File: src/rtl/fft_pkg.sv
// Shared definitions for the 32-point radix-2 DIT FFT sequencer and datapath.
package fft_pkg;

    localparam int LOG2N = 5;
    localparam int N     = 1 << LOG2N;
    localparam int NBF   = N / 2;

    typedef enum logic [2:0] {
        ST_IDLE    = 3'd0,
        ST_LOAD    = 3'd1,
        ST_COMPUTE = 3'd2,
        ST_DRAIN   = 3'd3,
        ST_UNLOAD  = 3'd4
    } state_t;

    localparam logic [1:0] SEL_EXT = 2'b00;
    localparam logic [1:0] SEL_BF  = 2'b01;

    function automatic logic [LOG2N-1:0] bitrev5(input logic [LOG2N-1:0] k);
        logic [LOG2N-1:0] r;
        for (int i = 0; i < LOG2N; i++) begin
            r[i] = k[LOG2N-1-i];
        end
        return r;
    endfunction

endpackage

File: src/rtl/fft_addr_gen.sv
// Butterfly operand and twiddle addressing for in-place radix-2 DIT.
module fft_addr_gen
    import fft_pkg::*;
(
    input  logic [2:0]       s,
    input  logic [LOG2N-2:0] j,
    output logic [LOG2N-1:0] addr_a,
    output logic [LOG2N-1:0] addr_b,
    output logic [LOG2N-2:0] tw_idx
);

    logic [LOG2N-1:0] span;
    logic [LOG2N-1:0] pos;
    logic [LOG2N-1:0] grp;
    logic [LOG2N-1:0] tw_full;

    // Split j into group and position within the span, then interleave.
    always_comb begin
        span    = LOG2N'(1) << s;
        pos     = {1'b0, j} & (span - 1'b1);
        grp     = {1'b0, j} >> s;
        addr_a  = (grp << (s + 3'd1)) | pos;
        addr_b  = addr_a + span;
        tw_full = pos << (3'(LOG2N - 1) - s);
        tw_idx  = tw_full[LOG2N-2:0];
    end

endmodule

File: src/rtl/fft_seq_ctrl.sv
// Frame sequencer for the 32-point in-place FFT: load, 5 stages, unload.
//
// state      | meaning
// -----------+---------------------------------------------------------
// ST_IDLE    | waiting for START, counters cleared
// ST_LOAD    | accept 32 samples, written bit-reversed
// ST_COMPUTE | issue one butterfly read per cycle, 16 per stage
// ST_DRAIN   | wait 1+BF_LAT cycles for the stage's last write-back
// ST_UNLOAD  | read bins 0..31 in order, gated by OUT_READY
//
// The external sample write is registered, so the datapath presents the
// sample one cycle after its IN_VALID cycle, together with WR_EN/SEL=00.
module fft_seq_ctrl
    import fft_pkg::*;
#(
    parameter int BF_LAT = 3
)
(
    input  logic             CLK,
    input  logic             RST,
    input  logic             START,
    input  logic             IN_VALID,
    input  logic             OUT_READY,
    output logic             IN_READY,
    output logic             BUSY,
    output logic             DONE,
    output logic [1:0]       SEL,
    output logic             RD_EN,
    output logic [LOG2N-1:0] RD_ADDR_A,
    output logic [LOG2N-1:0] RD_ADDR_B,
    output logic [LOG2N-2:0] TW_IDX,
    output logic             WR_EN,
    output logic [LOG2N-1:0] WR_ADDR_A,
    output logic [LOG2N-1:0] WR_ADDR_B,
    output logic [2:0]       STAGE,
    output logic             OUT_VALID
);

    localparam int              DW       = (BF_LAT > 0) ? $clog2(BF_LAT + 1) : 1;
    localparam logic [DW-1:0]   DRAIN_LD = DW'(BF_LAT);
    localparam logic [2:0]      S_LAST   = 3'(LOG2N - 1);

    state_t           state_q, state_d;
    logic [LOG2N-1:0] k_q, m_q;
    logic [2:0]       s_q;
    logic [LOG2N-2:0] j_q;
    logic [DW-1:0]    d_q;
    logic             cmp_rd, unl_rd;

    logic [LOG2N-1:0] ag_a, ag_b;
    logic [LOG2N-2:0] ag_tw;

    logic             pipe_vld [BF_LAT+1];
    logic [LOG2N-1:0] pipe_a   [BF_LAT+1];
    logic [LOG2N-1:0] pipe_b   [BF_LAT+1];
    logic             ld_vld_q;
    logic [LOG2N-1:0] ld_addr_q;
    logic             ov_q;

    fft_addr_gen u_addr_gen (
        .s      (s_q),
        .j      (j_q),
        .addr_a (ag_a),
        .addr_b (ag_b),
        .tw_idx (ag_tw)
    );

    // State register.
    always_ff @(posedge CLK or posedge RST) begin
        if (RST) state_q <= ST_IDLE;
        else     state_q <= state_d;
    end

    // Next-state and read-issue decode.
    always_comb begin
        state_d = state_q;
        cmp_rd  = 1'b0;
        unl_rd  = 1'b0;
        case (state_q)
            ST_IDLE:    if (START) state_d = ST_LOAD;
            ST_LOAD:    if (IN_VALID && k_q == '1) state_d = ST_COMPUTE;
            ST_COMPUTE: begin
                cmp_rd = 1'b1;
                if (j_q == '1) state_d = ST_DRAIN;
            end
            ST_DRAIN:   if (d_q == '0) state_d = (s_q == S_LAST) ? ST_UNLOAD : ST_COMPUTE;
            ST_UNLOAD:  begin
                unl_rd = OUT_READY;
                if (OUT_READY && m_q == '1) state_d = ST_IDLE;
            end
            default:    state_d = ST_IDLE;
        endcase
    end

    // Sample, butterfly, drain and bin counters; drain counts down to zero.
    always_ff @(posedge CLK or posedge RST) begin
        if (RST) begin
            k_q <= '0;
            m_q <= '0;
            s_q <= '0;
            j_q <= '0;
            d_q <= '0;
        end else begin
            case (state_q)
                ST_IDLE: begin
                    k_q <= '0;
                    m_q <= '0;
                    s_q <= '0;
                    j_q <= '0;
                    d_q <= '0;
                end
                ST_LOAD:    if (IN_VALID) k_q <= k_q + 1'b1;
                ST_COMPUTE: begin
                    j_q <= j_q + 1'b1;
                    if (j_q == '1) d_q <= DRAIN_LD;
                end
                ST_DRAIN: begin
                    if (d_q != '0)          d_q <= d_q - 1'b1;
                    else if (s_q != S_LAST) s_q <= s_q + 1'b1;
                end
                ST_UNLOAD:  if (OUT_READY) m_q <= m_q + 1'b1;
                default: ;
            endcase
        end
    end

    // Write-back pipeline, load write register and unload data-valid flag.
    always_ff @(posedge CLK or posedge RST) begin
        if (RST) begin
            for (int i = 0; i <= BF_LAT; i++) begin
                pipe_vld[i] <= 1'b0;
                pipe_a[i]   <= '0;
                pipe_b[i]   <= '0;
            end
            ld_vld_q  <= 1'b0;
            ld_addr_q <= '0;
            ov_q      <= 1'b0;
        end else begin
            pipe_vld[0] <= cmp_rd;
            pipe_a[0]   <= cmp_rd ? ag_a : '0;
            pipe_b[0]   <= cmp_rd ? ag_b : '0;
            for (int i = 1; i <= BF_LAT; i++) begin
                pipe_vld[i] <= pipe_vld[i-1];
                pipe_a[i]   <= pipe_a[i-1];
                pipe_b[i]   <= pipe_b[i-1];
            end
            ld_vld_q  <= (state_q == ST_LOAD) && IN_VALID;
            ld_addr_q <= ((state_q == ST_LOAD) && IN_VALID) ? bitrev5(k_q) : '0;
            ov_q      <= unl_rd;
        end
    end

    assign IN_READY  = (state_q == ST_LOAD);
    assign BUSY      = (state_q != ST_IDLE);
    assign DONE      = unl_rd && (m_q == '1);
    assign RD_EN     = cmp_rd || unl_rd;
    assign RD_ADDR_A = (state_q == ST_COMPUTE) ? ag_a :
                       (state_q == ST_UNLOAD)  ? m_q  : '0;
    assign RD_ADDR_B = (state_q == ST_COMPUTE) ? ag_b  : '0;
    assign TW_IDX    = (state_q == ST_COMPUTE) ? ag_tw : '0;
    assign STAGE     = (state_q == ST_COMPUTE || state_q == ST_DRAIN) ? s_q : 3'd0;
    assign WR_EN     = ld_vld_q || pipe_vld[BF_LAT];
    assign SEL       = pipe_vld[BF_LAT] ? SEL_BF : SEL_EXT;
    assign WR_ADDR_A = pipe_vld[BF_LAT] ? pipe_a[BF_LAT] : ld_addr_q;
    assign WR_ADDR_B = pipe_b[BF_LAT];
    assign OUT_VALID = ov_q;

endmodule

File: config.mk
export PLATFORM = sky130hd
export DESIGN_NAME = fft_seq_ctrl
export DESIGN_NICKNAME = d
export VERILOG_FILES = /design/src/rtl/fft_pkg.sv /design/src/rtl/fft_addr_gen.sv /design/src/rtl/fft_seq_ctrl.sv
export SDC_FILE = /design/constraint.sdc
export NUM_CORES = 1
export LEC_CHECK = 0
export BUFFER_PORTS_ARGS = -buffer_cell sky130_fd_sc_hd__buf_4
export CORE_ASPECT_RATIO = 1.1
export CORE_MARGIN = 2
export CORE_UTILIZATION = 50
export DETAILED_ROUTE_END_ITERATION = 10
export GPL_ROUTABILITY_DRIVEN = 0
export PLACE_DENSITY = 0.8
export SLEW_MARGIN = 20
export SYNTH_ARGS = -nofsm -noshare
export SYNTH_HDL_FRONTEND = slang
export SYNTH_HIERARCHICAL = 1
export SYNTH_SLANG_ARGS = --single-unit
File: constraint.sdc
create_clock -name CLK -period 4.13 [get_ports CLK]
set_input_delay 1.0325 -clock CLK [delete_from_list [all_inputs] [get_ports CLK]]
set_output_delay 1.0325 -clock CLK [all_outputs]
set_load 0.01 [all_outputs]
* After elaboration in Yosys (flattened, before gate mapping) *
Index checks and enable logic that the tools add are counted.
W data, S select, Z words.

storage, ports and cells
  register bits after elaboration = 73
  bits in latches = 0
  bits in writable memories = 0
  bits in read-only memories = 0
  bits of input ports = 5
  output and inout port bits = 35
  logic and storage cells = 105
  memories kept = 0

cells by class
  add/subtract/negate cells = 8
  multipliers = 0
  div/mod/pow operators = 0
  magnitude comparators = 0
  equal/unequal tests = 19
  shift-type cells = 4
  muxes and demuxes = 30
  bitwise gates (word level) = 2
  reductions and logical operators = 21

operator list
  kind                   number
  $mux W5                9
  $mux W3                9
  $pmux W5 S2            2
  $ne A2 B2 Y1 const B   9
  $pmux W3 S5            1
  $add A5 B1 Y5 const B  2
  $eq A5 B5 Y1 const B   2
  $reduce_bool A2 Y1     5
  $pmux W4 S2            1
  $eq A3 B2 Y1 const B   2
  $eq A3 B3 Y1 const B   2
  $pmux W2 S3            1
  $pmux W3 S2            1
  $reduce_and A3 Y1      2
  $reduce_bool A3 Y1     2
  $add A5 B5 Y5          1
  $and A4 B5 Y5          1
  $or A5 B5 Y5           1
  $reduce_and A5 Y1      1
  $shl A1 B3 Y5 const A  1
  $shl A5 B3 Y4          1
  $shl A5 B3 Y5          1
  $shr A4 B3 Y5          1
  $sub A5 B1 Y5 const B  1
  16 further kinds       25

* Logic depth before layout (Yosys ltp) *
Gate-level depths: netlist of the first run.

  depth after elaboration = 6
  depth in mapped cells = 14
  depth with buffers taken out = 13

* Cells and area by module *
The synthesis of the first run kept the hierarchy.

modules (own cells, without submodules)
  module        times used  cells each  area each (um^2)  seq. area each (um^2)
  fft_seq_ctrl  1           236         2900.3            1826.8
  fft_addr_gen  1           83          651.9             0.0

* Worst setup path before layout of the first run *
OpenSTA, ideal clock, no wires.

  kind = register -> output
  start point = register s_q[0]
  end point = output port RD_ADDR_B[4]
  data arrival time = 2.911 ns
  data required time = 3.098 ns
  slack = 0.186 ns
  stages on the path, launching flop included = 13
  buffers on the path = 0
  path through = dfrtp_1 > inv_1 > ha_1 > ha_1 > o21a_1 > o21ai_0 > o21ai_0 > ha_1 > a21o_2 > a21o_1 > a41oi_2 > xor2_1 > and2_1

on the way
  word-level cells in the longest chain between the ends = 6
  elaborated cells between the ends (all ways) = 9
  those cells by class = add/sub: 3; shift: 3; mux: 1; bitwise: 2

ends and longest elaborated chain
  what                      RTL line             text
  start: declaration        fft_seq_ctrl.sv:45   logic [2:0] s_q;
  start signal: assignment  fft_seq_ctrl.sv:119  else if (s_q != S_LAST) s_q <= s_q + 1'b1;
  $shl A1 B3 Y5             fft_addr_gen.sv:19   span = LOG2N'(1) << s;
  $sub A5 B1 Y5             fft_addr_gen.sv:20   pos = {1'b0, j} & (span - 1'b1);
  $and A4 B5 Y5             fft_addr_gen.sv:20
  $or A5 B5 Y5 (*)          fft_addr_gen.sv:22   addr_a = (grp << (s + 3'd1)) | pos;
  via ag_a[2]               fft_seq_ctrl.sv:50   logic [LOG2N-1:0] ag_a, ag_b;
  $add A5 B5 Y5 (*)         fft_addr_gen.sv:23   addr_b = addr_a + span;
  via ag_b[4]               fft_seq_ctrl.sv:50
  $mux W5 (*)               fft_seq_ctrl.sv:159  assign RD_ADDR_B = (state_q == ST_COMPUTE) ? ag_b : '0;
  end: declaration          fft_seq_ctrl.sv:30   output logic [LOG2N-1:0] RD_ADDR_B,

Mark *: on every way through the listed nets, which the timed path passes. The rest lies on a longest branch.

* Worst setup path in the final report of the first run *
Same ends and word-level chain as after synthesis.

==> results of run 1 <==
-- per-layer routing --
| layer | vias up | global-route usage (%) |
|---|---|---|
| li1 | 1190 | - |
| met1 | 1224 | 23.0 |
| met2 | 64 | 31.6 |
| met3 | 17 | 4.63 |
| met4 | 0 | 9.39 |
| met5 | - | 0 |
-- cell usage after synthesis (all sizes together), types with 3 or more instances --
cell type | instances | share of area, %
a21oi | 6 | 1.2
a22o | 4 | 0.99
a22oi | 7 | 1.5
a31oi | 4 | 0.70
and2 | 22 | 3.9
and3 | 3 | 0.53
buf | 18 | 3.5
clkbuf | 5 | 0.85
dfrtp | 73 | 51
ha | 19 | 6.7
inv | 16 | 1.7
mux2 | 9 | 3.1
mux2i | 4 | 1.1
nand2 | 23 | 2.4
nand2b | 6 | 1.1
nand3 | 7 | 0.99
nand4 | 4 | 0.70
nor2 | 16 | 1.7
nor2b | 7 | 1.4
nor3 | 3 | 0.70
nor3b | 3 | 0.63
o21ai | 17 | 2.7
xnor2 | 6 | 1.5
-- power by group --
part           switching, W  internal, W
Clock              0.000266     0.000278
Combinational       0.00109      0.00117
Sequential         0.000150     0.000960
-- worst paths after layout --
check | start | to | slack, ns | depth (start not counted)
worst max-delay path | s_q[0] | RD_ADDR_B[4] | 0.005 | 14
worst min-delay path | pipe_a[18] | pipe_a[13] | 0.35 | 0
worst max register to register | s_q[0] | pipe_b[19] | 1.41 | 13
worst min register to register | pipe_a[18] | pipe_a[13] | 0.35 | 0
max in group asynchronous | RST | s_q[2] | 2.52 | 3
min in group asynchronous | RST | pipe_b[18] | 0.78 | 2
-- cell families (layout without fill, tap and decap cells) --
kind of cell,after synthesis,in the layout,share of synthesized area [%]
AOI/OAI and AO/OA,57,57,11.8
xor gates and xnor gates,8,8,1.97
adders and majority gates,19,19,6.69
buffers and inverters,39,94,6.06
DFF,73,73,51.4
muxes,13,13,4.19
other,1,1,0.106
and+or+nand+nor,109,109,17.8
-- repair_timing --
| action | in CTS | in global routing |
|---|---|---|
| setup buffers | 8 | 7 |
| resized for setup | 13 | 12 |
| setup endpoints to repair | 2 | 2 |
| cloned | 0 | 0 |
| pin swaps | 4 | 5 |
-- through the flow --
step	util, %	area [sq um]
final	61.3	4270
after global routing	61.3	4270
after CTS	60.2	4190
after detailed placement	55.5	3860
after global placement	55.5	3860
after floorplan	-	3550
-- critical path, delay by kind of cell, from the launching register on --
family                     cells  cell delay, ns
AOI/OAI and AO/OA              5            0.90
xor gates and xnor gates       1            0.16
adders and majority gates      2            0.52
buffers and inverters          3            0.32
DFF                            1            0.41
and+or+nand+nor                3            0.44
-- layout make-up --
cell class,count,area (sq um)
Tap cell,85,106
Multi-Input combinational cell,207,1600
Inverter,16,60.1
Sequential cell,73,1830
Timing Repair Buffer,63,488
Clock buffer,9,124
Clock inverter,6,67.6
Fill cell,547,2700
-- state kept, by name, indices dropped and copies added, names as in the netlist --
| register | flops |
|---|---|
| d_q | 2 |
| state_q | 3 |
| pipe_vld | 4 |
| OUT_VALID | 1 |
| WR_ADDR_B | 5 |
| ld_addr_q | 5 |
| pipe_a | 20 |
| ld_vld_q | 1 |
| j_q | 4 |
| k_q | 5 |
| s_q | 3 |
| m_q | 5 |
| pipe_b | 15 |
==> impl_metrics.tcl, run 1 <==
set metrics [dict create \
    outcome "complete, no violations" \
    routed_via_density 5.44 \
    cts.sinks 73 \
    finalNetCount 394 \
    holdBufCountCts 0 \
    skew_ns 0.0114 \
    grtUsageTotal_pct 19.0 \
    dieArea_sq_mm 0.00780 \
    route.met2.wl_microns 3640 \
    cp_common_cell "buf_6" \
    synth.distinct_cells 64 \
    synth-edff-count 0 \
    clock_path_buffers 2 \
    grt_overflow 0 \
    setup_viol 0 \
    max_slew_margin_pct 48.0 \
    p_leak_nw 2.06 \
    worst_hold_path_type "reg -> reg" \
    syn_nets 343 \
    cp_slowest_cell "dfrtp_1" \
    synth.yosys.seq_area_share_pct 51.4 \
    m1WireLength_microns 2960 \
    dr.max_layer_used "met4" \
    grt_pass1_vias 2467 \
    antenna_found_initial 0 \
    wl_met3_microns 320 \
    rows 32 \
    vias 2495 \
    synth_flop_cell "dfrtp_1" \
    maxCapViolations 0 \
    clkSlewWorstSetupHoldPaths_ns 0.08 \
    fmax_mhz 242 \
    avgRoutedWirePerCell_microns 15.5 \
    grt_pass1_wl_microns 11500 \
    p_total_w 0.00391 \
    end_kind "primary output" \
    grt_max_degree 34 \
    worstSetupPathType "reg -> out" \
    tightest_slew_ns 0.780 \
    ys_async_sr_fraction_pct 100 \
    crit_fanout 4 \
    ant_nets 0 \
    die_y_microns 92.4 \
    syn_area_per_cell_sq_um 11.1 \
    synth_area_sq_mm 0.00355 \
    period_share_pct 99.9 \
    cts_buffers 9 \
    layout_min_cycle_time_ns 4.12 \
    holdWs_ns 0.349 \
    hold_viol 0 \
    port_buffers 38 \
    io_pins 40 \
    synthToLayoutAreaGrowth_pct 20.2 \
    ctsHtreeMaxLevel 3 \
    drt_iter0_markers 112 \
    drc 0 \
    core_sq_mm 0.00697 \
    cts_tree "built" \
    firstDrtPassIters 4 \
    critical_path_required_ns 3.10 \
    power_density_mw_per_mm2 916 \
    fin_cells 459 \
    slew_viol_final 0 \
    rsz0062_at_grt "yes" \
    start_util_pct 51.0 \
    final_cell_mix "dfrtp_1 (72), buf_4 (59), nand2_1 (22), and2_1 (21), nor2_1 (16)" \
    crit_chain "inv_2, ha_4, buf_6, and2b_2, a22oi_2, nor2_1, a31oi_1, o22ai_2, ha_1, a21o_1, a41oi_2, xor2_1, and2_4, buf_6" \
    die_w_microns 84.4 \
    cp-start-kind "flip-flop" \
    dp_cells 429 \
    synthCells 319 \
    wl_microns 7130 \
    final_common_cell "dfrtp_1" \
    synth_seq_cells 73 \
    diodes 0 \
    yosysWarnings 6 \
    cts_root_buf "clkbuf_8" \
    dp_slack_ns 0.145 \
    fin_setup_tns_ns 0 \
    crit_arrival_ns 3.09 \
    max_stage_delay_ns 0.41 \
    insertion_delay_ns 0.34 \
    worst_slack_ns 0.00510 \
    ir_drop_mv 0.800 \
    dpl.hpwl_microns 4740 \
    drive_gt1_share_pct 32.1 \
]
(Power assumes the default switching activity.)
==> run 2, diff against run 1 <==
clock period = 5.3 ns   (was 4.13 ns; I/O delays follow)
==> impl_metrics.tcl, run 2 (synthesis gave the netlist of run 1 again) <==
set metrics [dict create \
    cp_slowest_cell "ha_1" \
    final_util_pct 57.7 \
    multi_input_area_sq_mm 0.00151 \
    cts_root_buf "clkbuf_8" \
    clkPwrFrac_pct 16.4 \
    ctsHtreeMaxLevel 3 \
    largest_reg_flops 20 \
    wl_microns 6570 \
    r2r_start "s_q[0]" \
    clock_path_buffers 2 \
    ant_nets 0 \
    power_density_mw_per_mm2 678 \
    dpl.hpwl_microns 4630 \
    worst_hold_path_type "reg -> reg" \
    worstSetupPathType "reg -> out" \
    grt_max_degree 40 \
    largest_register "pipe_a" \
    grt_overflow 0 \
    vias 2414 \
    grt_pass1_wl_microns 10900 \
    p_leak_nw 1.95 \
    layout_min_cycle_time_ns 4.79 \
    critPathBufInv 2 \
    final_cell_mix "dfrtp_1 (73), buf_4 (41), nand2_1 (23), and2_1 (22), ha_1 (19)" \
    io_pins 40 \
    outcome "complete, no violations" \
    power_frac_comb_pct 51.9 \
    crit_start "s_q[0]" \
    num-fill-cells 610 \
    slew_viol_final 0 \
    seqCellArea_sq_mm 0.00183 \
    crit_chain "buf_4, ha_1, nor2b_2, nor3_2, o21ai_0, o21ai_0, ha_1, a21o_2, a21o_1, a41oi_2, xor2_1, and2_1, buf_4" \
    fin_setup_tns_ns 0 \
    crit_family "compound AO/OA/AOI/OAI gates" \
    end_kind "primary output" \
    maxCapViolations 0 \
    port_buffers 38 \
    netSwitchingPower_w 0.00106 \
    tightest_slew_ns 0.769 \
    period_share_pct 90.5 \
    grtUsageTotal_pct 17.7 \
    ir_drop_mv 0.492 \
    crit_fanout 20 \
    cts_tree "built" \
    max_stage_delay_ns 0.40 \
    synthToLayoutAreaGrowth_pct 13.2 \
    firstDrtPassIters 4 \
    hold_viol 0 \
    start_util_pct 51.0 \
    holdBufCountCts 0 \
    core_sq_mm 0.00697 \
    crit_arrival_ns 3.47 \
    finalNetCount 372 \
    antenna_found_initial 0 \
    clkSlewWorstSetupHoldPaths_ns 0.08 \
    setup_viol 0 \
    die_y_microns 92.4 \
    critical_path_required_ns 3.97 \
    p_seq_share_pct 31.6 \
    routed_via_density 5.51 \
    insertion_delay_ns 0.34 \
    dieArea_sq_mm 0.00780 \
    drt_iter0_markers 149 \
    final_common_cell "dfrtp_1" \
    drive_gt1_share_pct 23.5 \
    drc 0 \
    skew_ns 0.00741 \
    avgRoutedWirePerCell_microns 15.0 \
    grt_pass1_vias 2213 \
    max_slew_margin_pct 48.7 \
    top_regs "pipe_a (20), pipe_b (15)" \
    diodes 0 \
    rows 32 \
    cts.sinks 73 \
    cts_buffers 9 \
    ctsResizeCount 0 \
    postCtsSetupRepairBufs 0 \
    intPower_w 0.00166 \
    cp-start-kind "flip-flop" \
    fmax_mhz 209 \
    die_w_microns 84.4 \
    p_sw_share_pct 39.0 \
    hold_start "pipe_b[13]" \
    rsz0062_at_grt "no" \
]
run 2: power groups by stage:
stage                     logic (W)  registers (W)  clock network (W)
after global placement      0.00138       0.000860                  0
after floorplan             0.00100       0.000832                  0
after global routing        0.00156       0.000886           0.000481
after CTS                   0.00142       0.000864           0.000458
after detailed placement    0.00141       0.000875                  0
final                       0.00142       0.000862           0.000448
run 2: cell type report:
cell class / count / share of cell area, %
clock buffer: 10 / 3.42
clock inverter: 6 / 1.80
inverter: 16 / 1.49
multi-input combinational: 207 / 37.6
sequential: 73 / 45.4
tap: 85 / 2.64
timing repair buffer: 41 / 7.65
run 2: metal layers:
metal / share of wire [%] / track usage, % / up-vias
li1: - / - / 1150
met1: 43 / 23.8 / 1191
met2: 50 / 28.7 / 65
met3: 5.2 / 4.19 / 8
met4: 1.2 / 5.69 / 0
met5: 0 / 0 / -
run 2: worst register-to-register path, stage by stage, from the launching register on:
cell and delay [ns]:
dfrtp_1 0.36, buf_4 0.23, ha_1 0.17, nor2b_2 0.37, nor3_2 0.10, o21ai_0 0.31, o21ai_0 0.24, ha_1 0.40
a21o_2 0.21, a21o_1 0.18, a41oi_2 0.16, xor2_1 0.14, and2_1 0.15
run 2: worst paths after layout:
| path | to | slack (ns) | depth (start not counted) |
|---|---|---|---|
| max in group asynchronous | pipe_b[13] | 3.23 | 3 |
| worst max register to register | pipe_b[19] | 2.22 | 12 |
| min in group asynchronous | pipe_b[5] | 1.12 | 2 |
| worst max-delay path | RD_ADDR_B[4] | 0.51 | 13 |
| worst min register to register | pipe_b[8] | 0.35 | 0 |
| worst min-delay path | pipe_b[8] | 0.35 | 0 |
run 2: metrics by stage:
step | cells | hold slack (ns) | power [W] | worst slack (ns) | area (sq um)
floorplan | 319 | 0.331 | 0.00184 | 1.06 | 3550
global placement | 422 | 0.332 | 0.00224 | 1.02 | 3810
detailed placement | 422 | 0.335 | 0.00228 | 0.935 | 3810
CTS | 438 | 0.350 | 0.00274 | 0.533 | 4020
global route | 438 | 0.351 | 0.00292 | 0.260 | 4020
finish | 438 | 0.346 | 0.00272 | 0.506 | 4020
